### src/rtl/ahb_apb_pkg.sv
// ahb_apb_pkg: shared AHB transfer/response encodings and response-state enum for the AHB-to-APB bridge
package ahb_apb_pkg;

    localparam logic [1:0] HTRANS_IDLE   = 2'b00;
    localparam logic [1:0] HTRANS_BUSY   = 2'b01;
    localparam logic [1:0] HTRANS_NONSEQ = 2'b10;
    localparam logic [1:0] HTRANS_SEQ    = 2'b11;

    localparam logic [1:0] HRESP_OKAY  = 2'b00;
    localparam logic [1:0] HRESP_ERROR = 2'b01;

    typedef enum logic [1:0] {
        RSP_OKAY,
        RSP_ERR1,
        RSP_ERR2
    } rsp_state_t;

    // IDLE and BUSY never start a transfer; NONSEQ and SEQ do
    function automatic logic is_active(input logic [1:0] htrans);
        return (htrans == HTRANS_NONSEQ) || (htrans == HTRANS_SEQ);
    endfunction

endpackage

### src/rtl/ahb_addr_decode.sv
// ahb_addr_decode: combinational base/slot range check and one-hot slot select, shared with the APB controller
module ahb_addr_decode
    import ahb_apb_pkg::*;
#(
    parameter int                ADDR_W    = 32,
    parameter int                NUM_SLV   = 3,
    parameter logic [ADDR_W-1:0] BASE_ADDR = 32'h8000_0000,
    parameter int                SLOT_LOG2 = 26
) (
    input  logic [ADDR_W-1:0]  addr,
    output logic               mapped,
    output logic [NUM_SLV-1:0] selx
);

    // upper bound is one bit wider than the address so a map ending at the top of memory cannot wrap
    localparam logic [ADDR_W:0] LIMIT = {1'b0, BASE_ADDR} + ((ADDR_W+1)'(NUM_SLV) << SLOT_LOG2);

    logic [ADDR_W-1:0] slot;

    assign mapped = (addr >= BASE_ADDR) && ({1'b0, addr} < LIMIT);
    assign slot   = (addr - BASE_ADDR) >> SLOT_LOG2;

    // one-hot select of the slot the address falls in; all zeros outside the map
    always_comb begin
        selx = '0;
        for (int i = 0; i < NUM_SLV; i++)
            selx[i] = mapped && (slot == ADDR_W'(i));
    end

endmodule

### src/rtl/ahb_slave_if_mc.sv
// ahb_slave_if_mc: AHB slave front end with slot decode, stall-aware pipeline and response generation.
// Define AHB_SLV_ERR_RESP_EN to answer unmapped transfers with a two-cycle ERROR and count them in err_cnt.
module ahb_slave_if_mc
    import ahb_apb_pkg::*;
#(
    parameter int                ADDR_W     = 32,
    parameter int                DATA_W     = 32,
    parameter int                NUM_SLV    = 3,
    parameter logic [ADDR_W-1:0] BASE_ADDR  = 32'h8000_0000,
    parameter int                SLOT_LOG2  = 26,
    parameter int                PIPE_DEPTH = 2,
    parameter int                ERR_CNT_W  = 8
) (
    input  logic                 hclk,
    input  logic                 hreset,
    input  logic                 hwrite,
    input  logic                 hreadyin,
    input  logic [1:0]           htrans,
    input  logic [ADDR_W-1:0]    haddr,
    input  logic [DATA_W-1:0]    hwdata,
    input  logic [DATA_W-1:0]    prdata,
    input  logic                 bridge_ready,
    output logic                 valid,
    output logic [NUM_SLV-1:0]   temp_selx,
    output logic [ADDR_W-1:0]    haddr_1,
    output logic [ADDR_W-1:0]    haddr_n,
    output logic [DATA_W-1:0]    hwdata_1,
    output logic [DATA_W-1:0]    hwdata_n,
    output logic                 hwrite_1,
    output logic                 hwrite_n,
    output logic [DATA_W-1:0]    hrdata,
    output logic                 hreadyout,
    output logic [1:0]           hresp,
    output logic [ERR_CNT_W-1:0] err_cnt
);

    logic mapped;

    logic [ADDR_W-1:0] addr_q  [PIPE_DEPTH];
    logic [DATA_W-1:0] data_q  [PIPE_DEPTH];
    logic              write_q [PIPE_DEPTH];

    ahb_addr_decode #(
        .ADDR_W    (ADDR_W),
        .NUM_SLV   (NUM_SLV),
        .BASE_ADDR (BASE_ADDR),
        .SLOT_LOG2 (SLOT_LOG2)
    ) u_decode (
        .addr   (haddr),
        .mapped (mapped),
        .selx   (temp_selx)
    );

    assign valid  = hreadyin && is_active(htrans) && mapped;
    assign hrdata = prdata;

    genvar k;
    generate
        for (k = 0; k < PIPE_DEPTH; k++) begin : g_pipe
            if (k == 0) begin : g_first
                // first stage captures the bus whenever the AHB side is not stalled
                always_ff @(posedge hclk) begin
                    if (hreset) begin
                        addr_q[k]  <= '0;
                        data_q[k]  <= '0;
                        write_q[k] <= 1'b0;
                    end else if (hreadyin) begin
                        addr_q[k]  <= haddr;
                        data_q[k]  <= hwdata;
                        write_q[k] <= hwrite;
                    end
                end
            end else begin : g_next
                // later stages shift from the previous stage in lockstep with the first
                always_ff @(posedge hclk) begin
                    if (hreset) begin
                        addr_q[k]  <= '0;
                        data_q[k]  <= '0;
                        write_q[k] <= 1'b0;
                    end else if (hreadyin) begin
                        addr_q[k]  <= addr_q[k-1];
                        data_q[k]  <= data_q[k-1];
                        write_q[k] <= write_q[k-1];
                    end
                end
            end
        end
    endgenerate

    assign haddr_1  = addr_q[0];
    assign haddr_n  = addr_q[PIPE_DEPTH-1];
    assign hwdata_1 = data_q[0];
    assign hwdata_n = data_q[PIPE_DEPTH-1];
    assign hwrite_1 = write_q[0];
    assign hwrite_n = write_q[PIPE_DEPTH-1];

`ifdef AHB_SLV_ERR_RESP_EN
    rsp_state_t state;
    logic       miss;

    assign miss = hreadyin && is_active(htrans) && !mapped;

    // ERR1 always advances to ERR2; otherwise a miss starts a new error, else back to OKAY
    always_ff @(posedge hclk) begin
        if (hreset) begin
            state   <= RSP_OKAY;
            hresp   <= HRESP_OKAY;
            err_cnt <= '0;
        end else begin
            state   <= (state == RSP_ERR1) ? RSP_ERR2 : miss ? RSP_ERR1 : RSP_OKAY;
            hresp   <= ((state == RSP_ERR1) || miss) ? HRESP_ERROR : HRESP_OKAY;
            err_cnt <= (miss && !(&err_cnt)) ? err_cnt + ERR_CNT_W'(1) : err_cnt;
        end
    end

    assign hreadyout = (state == RSP_OKAY) ? bridge_ready : (state == RSP_ERR2);
`else
    assign hresp     = HRESP_OKAY;
    assign hreadyout = bridge_ready;
    assign err_cnt   = '0;
`endif

endmodule

### config.mk
export PLATFORM = sky130hd
export DESIGN_NAME = ahb_slave_if_mc
export DESIGN_NICKNAME = d
export VERILOG_FILES = /design/src/rtl/ahb_apb_pkg.sv /design/src/rtl/ahb_addr_decode.sv /design/src/rtl/ahb_slave_if_mc.sv
export SDC_FILE = /design/constraint.sdc
export NUM_CORES = 1
export LEC_CHECK = 0
export ABC_AREA = 1
export CORE_MARGIN = 2
export CORE_UTILIZATION = 30
export DETAILED_ROUTE_END_ITERATION = 10
export GPL_ROUTABILITY_DRIVEN = 0
export MAX_ROUTING_LAYER = met4
export PLACE_DENSITY = 0.64
export SLEW_MARGIN = 20
export SYNTH_ARGS = -nofsm -noshare
export SYNTH_HDL_FRONTEND = slang
export SYNTH_SLANG_ARGS = --single-unit
### constraint.sdc
create_clock -name hclk -period 3.3 [get_ports hclk]
set_input_delay 0.495 -clock hclk [delete_from_list [all_inputs] [get_ports hclk]]
set_output_delay 0.495 -clock hclk [all_outputs]
set_load 0.005 [all_outputs]
==> Word-level counts from Yosys, hierarchy flattened <==
Memory sizes are Yosys's and may differ from the RTL's.
Cells that the tools add are included.
{ "classes": {"addsub": 1, "n_lt_le_gt_ge": 2, "n_eq_ne": 4, "n_mux": 11, "bitwise": 6, "reduce_logical": 8} }
{ "op_table": {"columns": ["cell", "n"], "rows": [
  ["$mux 32", 4],
  ["$ge 32x32->1 const B", 1],
  ["$logic_not 32->1", 1],
  ["$lt 32x32->1 const B", 1],
  ["$sub 32x32->32 const B", 1],
  ["$mux 1", 7],
  ["$eq 6x1->1 const B", 1],
  ["$eq 6x2->1 const B", 1],
  ["$logic_and 1x1->1", 6],
  ["$or 1x1->1", 6],
  ["$eq 2x2->1 const B", 2],
  ["$logic_or 1x1->1", 1]
]} }
{ "word_totals": {"ff_bits": 0, "ram_bits": 130, "input_bits": 103, "output_inout_bits": 177, "word_cells": 35, "memories": 3} }
{ "memory_table": {"columns": ["name", "depth", "width", "rd", "rd_ports_with_merged_regs", "wr", "line_no", "text"], "rows": [
  ["addr_q", 2, 32, 2, 0, 2, "ahb_slave_if_mc.sv:39", "logic [ADDR_W-1:0] addr_q [PIPE_DEPTH];"],
  ["data_q", 2, 32, 2, 0, 2, "ahb_slave_if_mc.sv:40", "logic [DATA_W-1:0] data_q [PIPE_DEPTH];"],
  ["write_q", 2, 1, 2, 0, 2, "ahb_slave_if_mc.sv:41", "logic write_q [PIPE_DEPTH];"]
]} }

==> Depth between registers and ports, before layout <==
Gate-level depths: netlist (run 1).
{ "depth": {"word_depth": 4, "mapped_depth": 5, "mapped_depth_nobuf": 4} }

==> Modules after synthesis <==
From an unflattened synthesis (run 1), not the netlist that was laid out.
{ "hier_totals": {"cells_unflattened": 469, "hier_area_um2": 5725.5} }
{ "modules_own_cells": {"columns": ["mod", "n_inst", "cells_per_inst", "area_each_um2", "seq_area_each_um2"], "rows": [
  ["ahb_slave_if_mc", 1, 454, 5661.7, 3903.7],
  ["ahb_addr_decode", 1, 15, 63.8, 0.0]
]} }

==> Worst setup path before layout (run 1) <==
OpenSTA, ideal clock, no wires.
{ "synth_path": {"path_type": "input-to-reg", "from": "input hreset", "to": "memory addr_q[0][0], enable pin", "setup_ns": 0.434, "t_arrival_ns": 2.101, "required_time_ns": 2.866, "path_slack_ns": 0.765, "path_stages": 1, "path_buffers": 0, "path_cell_list": "or2_2"} }
{ "synth_lines": {"columns": ["item", "line_no", "text"], "rows": [
  ["from (decl)", "ahb_slave_if_mc.sv:15", "input logic hreset,"],
  ["to (decl)", "ahb_slave_if_mc.sv:39", null]
]} }

==> Worst setup path after layout (run 1) <==
{ "layout_path": {"from": "input haddr[31]", "to": "output temp_selx[1]"} }
{ "layout_via": {"elab_chain_len": 3, "elab_cells_between_ends": 6} }
{ "layout_lines": {"columns": ["item", "line_no", "text"], "rows": [
  ["from (decl)", "ahb_slave_if_mc.sv:19", "input logic [ADDR_W-1:0] haddr,"],
  ["$sub 32x32->32, or another cell as far along", "ahb_addr_decode.sv:21", "assign slot = (addr - BASE_ADDR) >> SLOT_LOG2;"],
  ["$eq 6x1->1 / $logic_and 1x1->1 (equally long branches)", "ahb_addr_decode.sv:27, ahb_addr_decode.sv:20", null],
  ["$logic_and 1x1->1 (*)", "ahb_addr_decode.sv:27", "selx[i] = mapped && (slot == ADDR_W'(i));"],
  ["to (decl)", "ahb_slave_if_mc.sv:24", "output logic [NUM_SLV-1:0] temp_selx,"]
]} }
Mark *: on every way between the ends. The rest lies on a longest branch, timed or not.

==> flow_metrics.py, run 1 <==
metrics = {
    "status": {
        "outcome": "completed",
    },
    "clock_tree": {
        "clk_pin_slew_worst_paths_ns": 0.05,
        "tritoncts_buffer_count": 17,
        "cts_htree_levels": 4,
        "cts_hold_buf": 0,
        "clock-sinks": 130,
        "cts_repair_resize_count": 0,
        "cts-root-to-sink-buffers": 2,
        "worstSkewPairLatency_ns": 0.41,
        "post_cts.repair.setup_buffers": 0,
        "tritoncts": "built",
        "root_buffer": "clkbuf_16",
    },
    "routing": {
        "number_of_vias_in_the_routed_layout": 3447,
        "first_pass_iters": 4,
        "vias_per_cell": 3.882,
        "totalWireLength_mm": 12.49,
        "avgRoutedWirePerCell_um": 14.06,
        "final_antenna_net_count": 0,
        "route.detailed.drc": 0,
        "drtIter0Drc": 183,
    },
    "pwr": {
        "pwr-share-comb_pct": 11.5,
        "p_sw_mw": 0.9221,
        "power.density_mw_per_mm2": 524.4,
        "vdd_ir_max_mv": 0.3379,
        "finalPower_mw": 4.181,
        "p_clk_share_pct": 40.8,
        "p_leak_nw": 3.386,
        "power.switching_fraction_pct": 22.06,
        "pwr-share-seq_pct": 47.7,
        "internal_dissipation_mw": 3.259,
    },
    "hold_path": {
        "hold_path.class": "flop to flop",
    },
    "final_layout": {
        "layout.area.seq_mm2": 0.003904,
        "fin_nets": 750,
        "antenna_cells_inserted": 0,
        "final_core_util_pct": 44.53,
        "filler_cells": 1664,
        "final_layout_size_suffix_gt1_share_pct": 6.829,
        "area_growth_pct": 46.35,
        "multi_input_area_um2": 626.9,
    },
    "placement": {
        "pre_cts_slack_ns": 0.7484,
        "placement.io_buffers": 202,
        "hpwl_mm": 8.849,
    },
    "global_routing": {
        "antenna_violations_before_repair": 0,
        "gr-usage-all-layers_pct": 13.50,
        "grt_pass1_wl_mm": 19.11,
        "globalRoute.totalOverflow": 0,
        "grt_start_max_net_pins": 53,
        "first_global_vias": 3394,
    },
    "sta": {
        "fin_setup_tns_ns": 0,
        "rsz_0062_raised_after_global_routing": "false",
        "pin_slew_with_the_least_headroom_to_its_limit_ns": 0.6525,
        "timing.max_slew.rel_slack_pct": 56.50,
        "fmax_ghz": 0.3951,
        "period_share_pct": 76.70,
        "layout_setup_ws_ns": 0.7689,
        "maxSlewViolCount": 0,
        "final_hold_viol_count": 0,
        "clock-skew-final_ns": 0.009942,
        "final-setup-viol-count": 0,
        "timing.hold.ws_ns": 0.5654,
        "fin_crit_ns": 2.531,
    },
    "floorplanning": {
        "fp.dieArea_mm2": 0.01925,
        "io_pins": 280,
        "placeableCoreArea_mm2": 0.01790,
        "die_height_um": 138.8,
        "fp.dieW_um": 138.8,
        "floorplan.initialDensity_pct": 30.43,
        "fp-row-count": 49,
    },
    "synthesis": {
        "yosys.area.top_type": "edfxtp_1",
        "sequential_area_share_after_synthesis_pct": 71.66,
        "synthTopCellsByArea": "edfxtp_1 (72%), inv_1 (9.2%), nor2_1 (8.8%), buf_4 (5.9%), buf_6 (2.3%)",
        "synthesis.area_per_instance_um2": 11.64,
        "synthesized_instance_count": 468,
        "yosys.area.top_type_share_pct": 71.66,
        "mappedNetlistArea_mm2": 0.005448,
        "yosysUniqueCellTypes": 10,
        "ys_seq_elements": 130,
        "synth_warnings": 0,
    },
    "critical_path": {
        "setup.worst_path.class": "input pin to primary output",
        "timing.critical_path.required_ns": 2.80,
        "timing.critical_path.from_type": "input pin",
        "worst-path-max-fanout": 2,
        "critical_path_arrival_ns": 2.04,
        "worstSetupEndpointType": "primary output",
    },
    "job": {
        "maxCapViolCount": 0,
    },
}
cells in the mapped netlist:
master / count
nor2_2: 10
nor2_1: 128
conb_1: 1
nand2_1: 8
or2_2: 1
buf_2: 3
buf_4: 43
edfxtp_1: 130
buf_6: 11
inv_1: 133
cell usage in the layout (no fill, tap or decap):
| cell type | synthesis | layout |
|---|---|---|
| buf_12 | 0 | 5 |
| buf_4 | 43 | 1 |
| bufinv_16 | 0 | 1 |
| clkbuf_1 | 0 | 2 |
| clkbuf_16 | 0 | 17 |
| clkdlybuf4s50_1 | 0 | 202 |
| clkinv_1 | 0 | 2 |
| clkinv_2 | 0 | 5 |
| clkinv_4 | 0 | 1 |
| clkinvlp_4 | 0 | 3 |
| conb_1 | 1 | 10 |
| edfxtp_1 | 130 | 130 |
| inv_1 | 133 | 133 |
| nand2_1 | 8 | 7 |
| nand2_4 | 0 | 1 |
| nor2_1 | 128 | 128 |
| nor2_2 | 10 | 10 |
| or2_4 | 0 | 1 |
worst paths after layout:
| path | from | to | slack (ns) | cells after the start |
|---|---|---|---|---|
| worst max-delay path | haddr[31] | temp_selx[1] | 0.77 | 6 |
| worst min-delay path | data_q[0][18] | data_q[1][18] | 0.57 | 2 |
| worst max register to register | addr_q[0][9] | addr_q[1][9] | 2.48 | 2 |
| worst min register to register | data_q[0][18] | data_q[1][18] | 0.57 | 2 |
area by class of cell:
cell class	count	area share (%)
clock inverter	12	1.177
sequential	130	48.96
inverter	133	6.262
clock buffer	19	5.430
multi-input combinational	157	7.863
tap	229	3.594
timing repair buffer	208	26.71
sequential cells by signal, indices dropped and copies added, names as in the netlist:
| name | flops |
|---|---|
| data_q | 64 |
| write_q | 2 |
| addr_q | 64 |
logic make-up after synthesis:
kind of cell,count (synthesis),share of synthesized area [%]
buf+inv,190,17.64
simple gates,147,10.63
flops,130,71.66
other cells,1,0.06884
per-stage QoR:
step	area [µm²]	std cells
2_1_floorplan	5482	477
3_3_place_gp	7446	857
3_5_place_dp	7446	857
4_1_cts	7973	888
5_1_grt	7973	888
6_report	7973	888
power groups by stage:
| stage | Clock (mW) | Sequential [mW] | Combinational (mW) |
|---|---|---|---|
| after global routing | 1.82 | 2.01 | 0.522 |
| after detailed placement | 0 | 2.03 | 0.488 |
| after CTS | 1.76 | 2.00 | 0.490 |
| final | 1.71 | 1.99 | 0.481 |
| after floorplan | 0 | 2.04 | 0.163 |
| after global placement | 0 | 2.02 | 0.485 |
critical path, stage by stage:
cell             delay (ns)
clkdlybuf4s50_1        0.46
inv_1                  0.05
nor2_1                 0.27
inv_1                  0.10
nor2_1                 0.13
clkdlybuf4s50_1        0.54
per-layer routing:
| layer | vias up | track usage (%) | routed length (µm) |
|---|---|---|---|
| met5 | - | - | 0 |
| met4 | 0 | 7.974 | 522 |
| met3 | 51 | 4.351 | 862 |
| met2 | 150 | 22.30 | 6213 |
| met1 | 1538 | 14.20 | 4888 |
| li1 | 1708 | - | - |
Power figures use the tool's default switching activity.
==> run 2, diff against run 1 <==
--- a/config.mk
+++ b/config.mk
@@ -11,7 +11,7 @@
 export DETAILED_ROUTE_END_ITERATION = 10
 export GPL_ROUTABILITY_DRIVEN = 0
 export MAX_ROUTING_LAYER = met4
-export PLACE_DENSITY = 0.64
+export PLACE_DENSITY = 0.67
 export SLEW_MARGIN = 20
 export SYNTH_ARGS = -nofsm -noshare
 export SYNTH_HDL_FRONTEND = slang
==> constraint.sdc (replaced) <==
create_clock -name hclk -period 2.3 [get_ports hclk]
set_input_delay 0.345 -clock hclk [delete_from_list [all_inputs] [get_ports hclk]]
set_output_delay 0.345 -clock hclk [all_outputs]
set_load 0.005 [all_outputs]
==> run 2 against run 1 <==
Design area up 1.3%. Count of clock-buffer cells in the layout fell by 1. Clock skew shrank 0.0028 ns. Worst setup slack got worse by 0.47 ns. Wire length fell by 6.9%. Die area is the same. Sequential share of layout area down 0.62 points. Largest power group unchanged. Highest routed layer unchanged. Register-to-register slack worse by 0.95 ns. Clock power grew 61%. Sequential power rose by 44%.
==> flow_metrics.py, run 2 (synthesis results as in run 1) <==
metrics = {
    "status": {
        "outcome": "completed",
    },
    "pwr": {
        "vdd_ir_max_mv": 0.4784,
        "p_leak_nw": 3.438,
        "power.density_mw_per_mm2": 781.4,
    },
    "clock_tree": {
        "root_buffer": "clkbuf_16",
        "clock-sinks": 130,
        "tritoncts_buffer_count": 17,
        "cts_hold_buf": 0,
        "clk_pin_slew_worst_paths_ns": 0.06,
        "cts-root-to-sink-buffers": 2,
        "cts_htree_levels": 4,
        "cts_repair_resize_count": 0,
        "post_cts.repair.setup_buffers": 0,
        "tritoncts": "built",
        "worstSkewPairLatency_ns": 0.41,
    },
    "routing": {
        "totalWireLength_mm": 11.62,
        "vias_per_cell": 3.833,
        "number_of_vias_in_the_routed_layout": 3419,
        "route.detailed.drc": 0,
        "drtIter0Drc": 169,
        "avgRoutedWirePerCell_um": 13.03,
        "final_antenna_net_count": 0,
        "first_pass_iters": 4,
    },
    "final_layout": {
        "final-instance-count-excl-fill": 892,
        "area_growth_pct": 48.23,
        "layout_top_registers": "addr_q: 64 flops, data_q: 64 flops, write_q: 2 flops",
        "fin_nets": 753,
        "layout.cells.most_common_list": "clkdlybuf4s50_1 (202), inv_1 (133), edfxtp_1 (130), nor2_1 (128), clkbuf_16 (17)",
        "final_core_util_pct": 45.11,
        "filler_cells": 1639,
        "mostFrequentLayoutCell": "clkdlybuf4s50_1",
        "total_non_filler_cell_area_in_the_finished_layout_mm2": 0.008075,
        "antenna_cells_inserted": 0,
        "final_layout_size_suffix_gt1_share_pct": 7.692,
    },
    "floorplanning": {
        "fp-row-count": 49,
        "fp.dieW_um": 138.8,
        "io_pins": 280,
        "placeableCoreArea_mm2": 0.01790,
        "die_height_um": 138.8,
        "floorplan.initialDensity_pct": 30.43,
        "fp.dieArea_mm2": 0.01925,
    },
    "placement": {
        "placement.io_buffers": 202,
        "hpwl_mm": 8.311,
        "place.detailed.instances": 860,
        "placement.cell_area_mm2": 0.007468,
    },
    "critical_path": {
        "worst_reg_to_reg_setup_slack_ns": 1.53,
        "reg2reg_from": "addr_q[0][4]",
        "critical_path_arrival_ns": 1.66,
        "timing.critical_path.from_type": "input pin",
        "setup.worst_path.class": "input pin to primary output",
        "timing.critical_path.required_ns": 1.96,
        "rr_endpoint": "addr_q[1][4]",
        "worstPathCellList": "clkdlybuf4s50_1 -> inv_1 -> nor2_1 -> nand2_1 -> nor2_1 -> clkdlybuf4s50_1",
        "worst-path-max-fanout": 3,
        "worstSetupEndpointType": "primary output",
        "max_stage_delay_ns": 0.50,
        "worstRegToRegCells": 2,
        "critPathSlowestCell": "clkdlybuf4s50_1",
    },
    "sta": {
        "rsz_0062_raised_after_global_routing": "false",
        "final_hold_viol_count": 0,
        "fmax_ghz": 0.4994,
        "period_share_pct": 87.07,
        "final-setup-viol-count": 0,
        "fin_setup_tns_ns": 0,
        "clock-skew-final_ns": 0.007117,
        "timing.hold.ws_ns": 0.5672,
        "fin_crit_ns": 2.003,
        "maxSlewViolCount": 0,
    },
    "job": {
        "maxCapViolCount": 0,
    },
    "hold_path": {
        "hold_start": "data_q[0][19]",
        "worst_hold_path.num_cells": 2,
        "hold_path.class": "flop to flop",
        "holdPathEnd": "data_q[1][19]",
    },
    "global_routing": {
        "grt_start_max_net_pins": 49,
        "first_global_vias": 3487,
        "gr-usage-all-layers_pct": 12.81,
        "globalRoute.totalOverflow": 0,
        "antenna_violations_before_repair": 0,
        "grt_pass1_wl_mm": 18.57,
    },
}
## run 2: changes by cell type in the layout (fill, tap and decap cells not counted), sizes merged
cell | before | now
buf | 6 | 9
clkinv | 8 | 4
bufinv | 1 | 3
clkinvlp | 3 | 2
inv | 133 | 138
clkbuf | 19 | 18
## run 2: layout make-up
cell class | instances | area (µm²) | area share [%]
timing repair buffer | 211 | 2152 | 26.65
sequential | 130 | 3904 | 48.34
multi-input combinational | 157 | 626.9 | 7.763
tap | 229 | 286.5 | 3.548
clock inverter | 14 | 177.7 | 2.200
clock buffer | 18 | 429.2 | 5.315
inverter | 133 | 499.2 | 6.182
## run 2: metal layers
metal	track usage [%]	vias up	routed length [µm]
met4	5.901	0	369
li1	-	1721	-
met3	3.971	36	734
met2	21.21	131	5902
met1	14.23	1531	4613
met5	-	-	0
## run 2: worst max-delay path: cells and delay by family
family,cells,cell delay (ns)
buffers and inverters,3,1.08
and+or+nand+nor,3,0.23
## run 2: metrics by stage
step	worst slack [ns]	power, mW
6_report	0.2975	6.310
3_5_place_dp	0.2897	3.613
5_1_grt	0.1663	6.546
2_1_floorplan	0.5724	3.161
3_3_place_gp	0.2995	3.600
4_1_cts	0.2844	6.401
## run 2: how the worst max path moves through the flow
stage / endpoint / slack (ns) / startpoint / cells after the start
after floorplan: addr_q[0][0] / 0.57 / hreadyin / 1
after global placement: temp_selx[1] / 0.30 / haddr[26] / 6
after detailed placement: temp_selx[2] / 0.29 / haddr[31] / 6
after CTS: temp_selx[1] / 0.28 / haddr[26] / 6
final: temp_selx[1] / 0.30 / haddr[26] / 6
after global routing: valid / 0.17 / haddr[28] / 5
## run 2: report_power, final
part	internal [mW]	total [mW]	switching, mW
registers	2.79	2.86	0.0641
logic	0.425	0.695	0.269
clock network	1.72	2.76	1.04
==> run 3, diff against run 2 <==
--- a/config.mk
+++ b/config.mk
@@ -12,6 +12,7 @@
 export GPL_ROUTABILITY_DRIVEN = 0
 export MAX_ROUTING_LAYER = met4
 export PLACE_DENSITY = 0.67
+export SKIP_LAST_GASP = 1
 export SLEW_MARGIN = 20
 export SYNTH_ARGS = -nofsm -noshare
 export SYNTH_HDL_FRONTEND = slang
==> results of run 3 <==
The final DEF is identical to that of run 2; final timing and power are the same.
==> variant: new RTL, config.mk and constraints of run 1 <==
Build with the macro `AHB_SLV_ERR_RESP_EN` defined.
--- a/src/rtl/ahb_slave_if_mc.sv
+++ b/src/rtl/ahb_slave_if_mc.sv
@@ -2,2 +2,4 @@
 // Define AHB_SLV_ERR_RESP_EN to answer unmapped transfers with a two-cycle ERROR and count them in err_cnt.
+`define AHB_SLV_ERR_RESP_EN
+
 module ahb_slave_if_mc
Function: changed (a bounded check fails within 4 cycles, from zero or initial values and one cycle with hreset high).
==> variant against run 1 <==
  * Count of clock-buffer cells in the layout unchanged
  * Register-to-register slack got worse by 0.56 ns
  * Via count increased by 12%
  * Highest routed layer unchanged
  * Sequential power increased by 7%
  * Critical path type unchanged
  * First-iteration DRC count increased by 15%
  * Final area increased by 9.1%
  * Non-clock buffer count increased by 13
  * Sequential cell count increased by 11
  * Worst setup slack got worse by 0.016 ns
  * Global-route usage decreased by 0.21 points
  * Total power increased by 8.2%
  * Routed wire length increased by 6.7%
  * Synthesized area increased by 7.5%
==> variant: results (changes against run 1) <==
RR Startpoint - err_cnt[0]
internal reg-to-reg setup slack - 1.92 ns (-0.56 ns)
wire per inst - 13.30 µm (-5.4%)
biggest regs - addr_q x64, data_q x64, err_cnt x8
Leakage - 0.003628 µW (+7.1%)
Seq Cell Count - 141 (+8.5%)
Multi-In Gates - 205 (+31%)
NumNets Final - 829 (+11%)
M1 wire length - 5713 µm (+17%)
Critical Path End - temp_selx[0]
area of the multi-input gates - 899.6 µm² (+44%)
Seq. cell area - 4124 µm² (+5.6%)
Non-clk invs - 139 (+4.5%)
1st-iter DRT viols - 211 (+15%)
final worst setup slack - 0.7527 ns (-0.01612 ns)
synth top area cells - edfxtp_1 (67%), nor2_1 (9.1%), inv_1 (8.8%)
signal buffers share of area - 0.2577 (-0.009375)
final non-filler cell total - 1,002 (+13%)
VDD IR max - 0.0003198 V (-5.3%)
status - complete, no violations
cell taking the most area after synthesis - edfxtp_1
Final clock-cell share - 0.06673 (+0.0006636)
Final HPWL DP - 9470 µm (+7.0%)
setup slack after placement - 0.7000 ns (-0.04842 ns)
worst-margin pin slew - 0.5726 ns (-0.07994 ns)
Skew-Pair Late Insertion Delay - 0.41 ns (about the same)
Synth cell types - 24 (+14)
syn_area_per_cell - 10.98 µm² (-5.6%)
DR vias - 3,872 (+12%)
most frequent cells after synthesis - nor2_1 (142), inv_1 (138), edfxtp_1 (130)
placed inst area - 8119 µm² (+9.0%)
sequential portion of the cell area - 0.4740 (-0.01560)
met2 wire len - 6708 µm (+8.0%)
# placed instances - 971 (+13%)
post-synthesis cell area - 5854 µm² (+7.5%)
Crit Path Max Fanout - 3 (+1)
clk_skew - 0.01003 ns (+0.00008456 ns)
vias in the first global route - 3,737 (+10%)
# fillers - 1,796 (+7.9%)
global-route wire length before repair - 20,060 µm (+5.0%)
hold_ws - 0.5183 ns (-0.04701 ns)
Plain + repair buffers - 221 (+6.3%)
R2R depth - 8 (+6)
share of layout cells above drive strength 1 - 0.07056 (+0.002271)
buffers added on ports - 213 (+5.4%)
pin count of the biggest net entering global routing - 56 (+5.7%)
[variant: kinds of logic after synthesis]
| group | Yosys count | share of synthesized area |
|---|---|---|
| fa+ha+maj | 1 | 0.002137 |
| xor+xnor | 3 | 0.004489 |
| other cells | 1 | 0.0006405 |
| buf+inv | 187 | 0.1436 |
| flops | 141 | 0.7044 |
| simple gates | 190 | 0.1310 |
| compound gates | 10 | 0.01368 |
[variant: critical path: cells and delay by family]
kind | cells | cell delay (ns)
buffers and inverters | 3 | 1.03
and+or+nand+nor | 3 | 0.53
[variant: routing by layer]
layer,GRT usage,vias up
met5,-,-
met4,0.06347,0
met3,0.02999,22
met2,0.2170,123
met1,0.1559,1765
li1,-,1962
[variant: power by group]
part	total, µW	switching (µW)	internal (µW)
clock	1890	716	1180
combinational	499	196	303
sequential	2130	48.3	2080
total	4520	961	3560
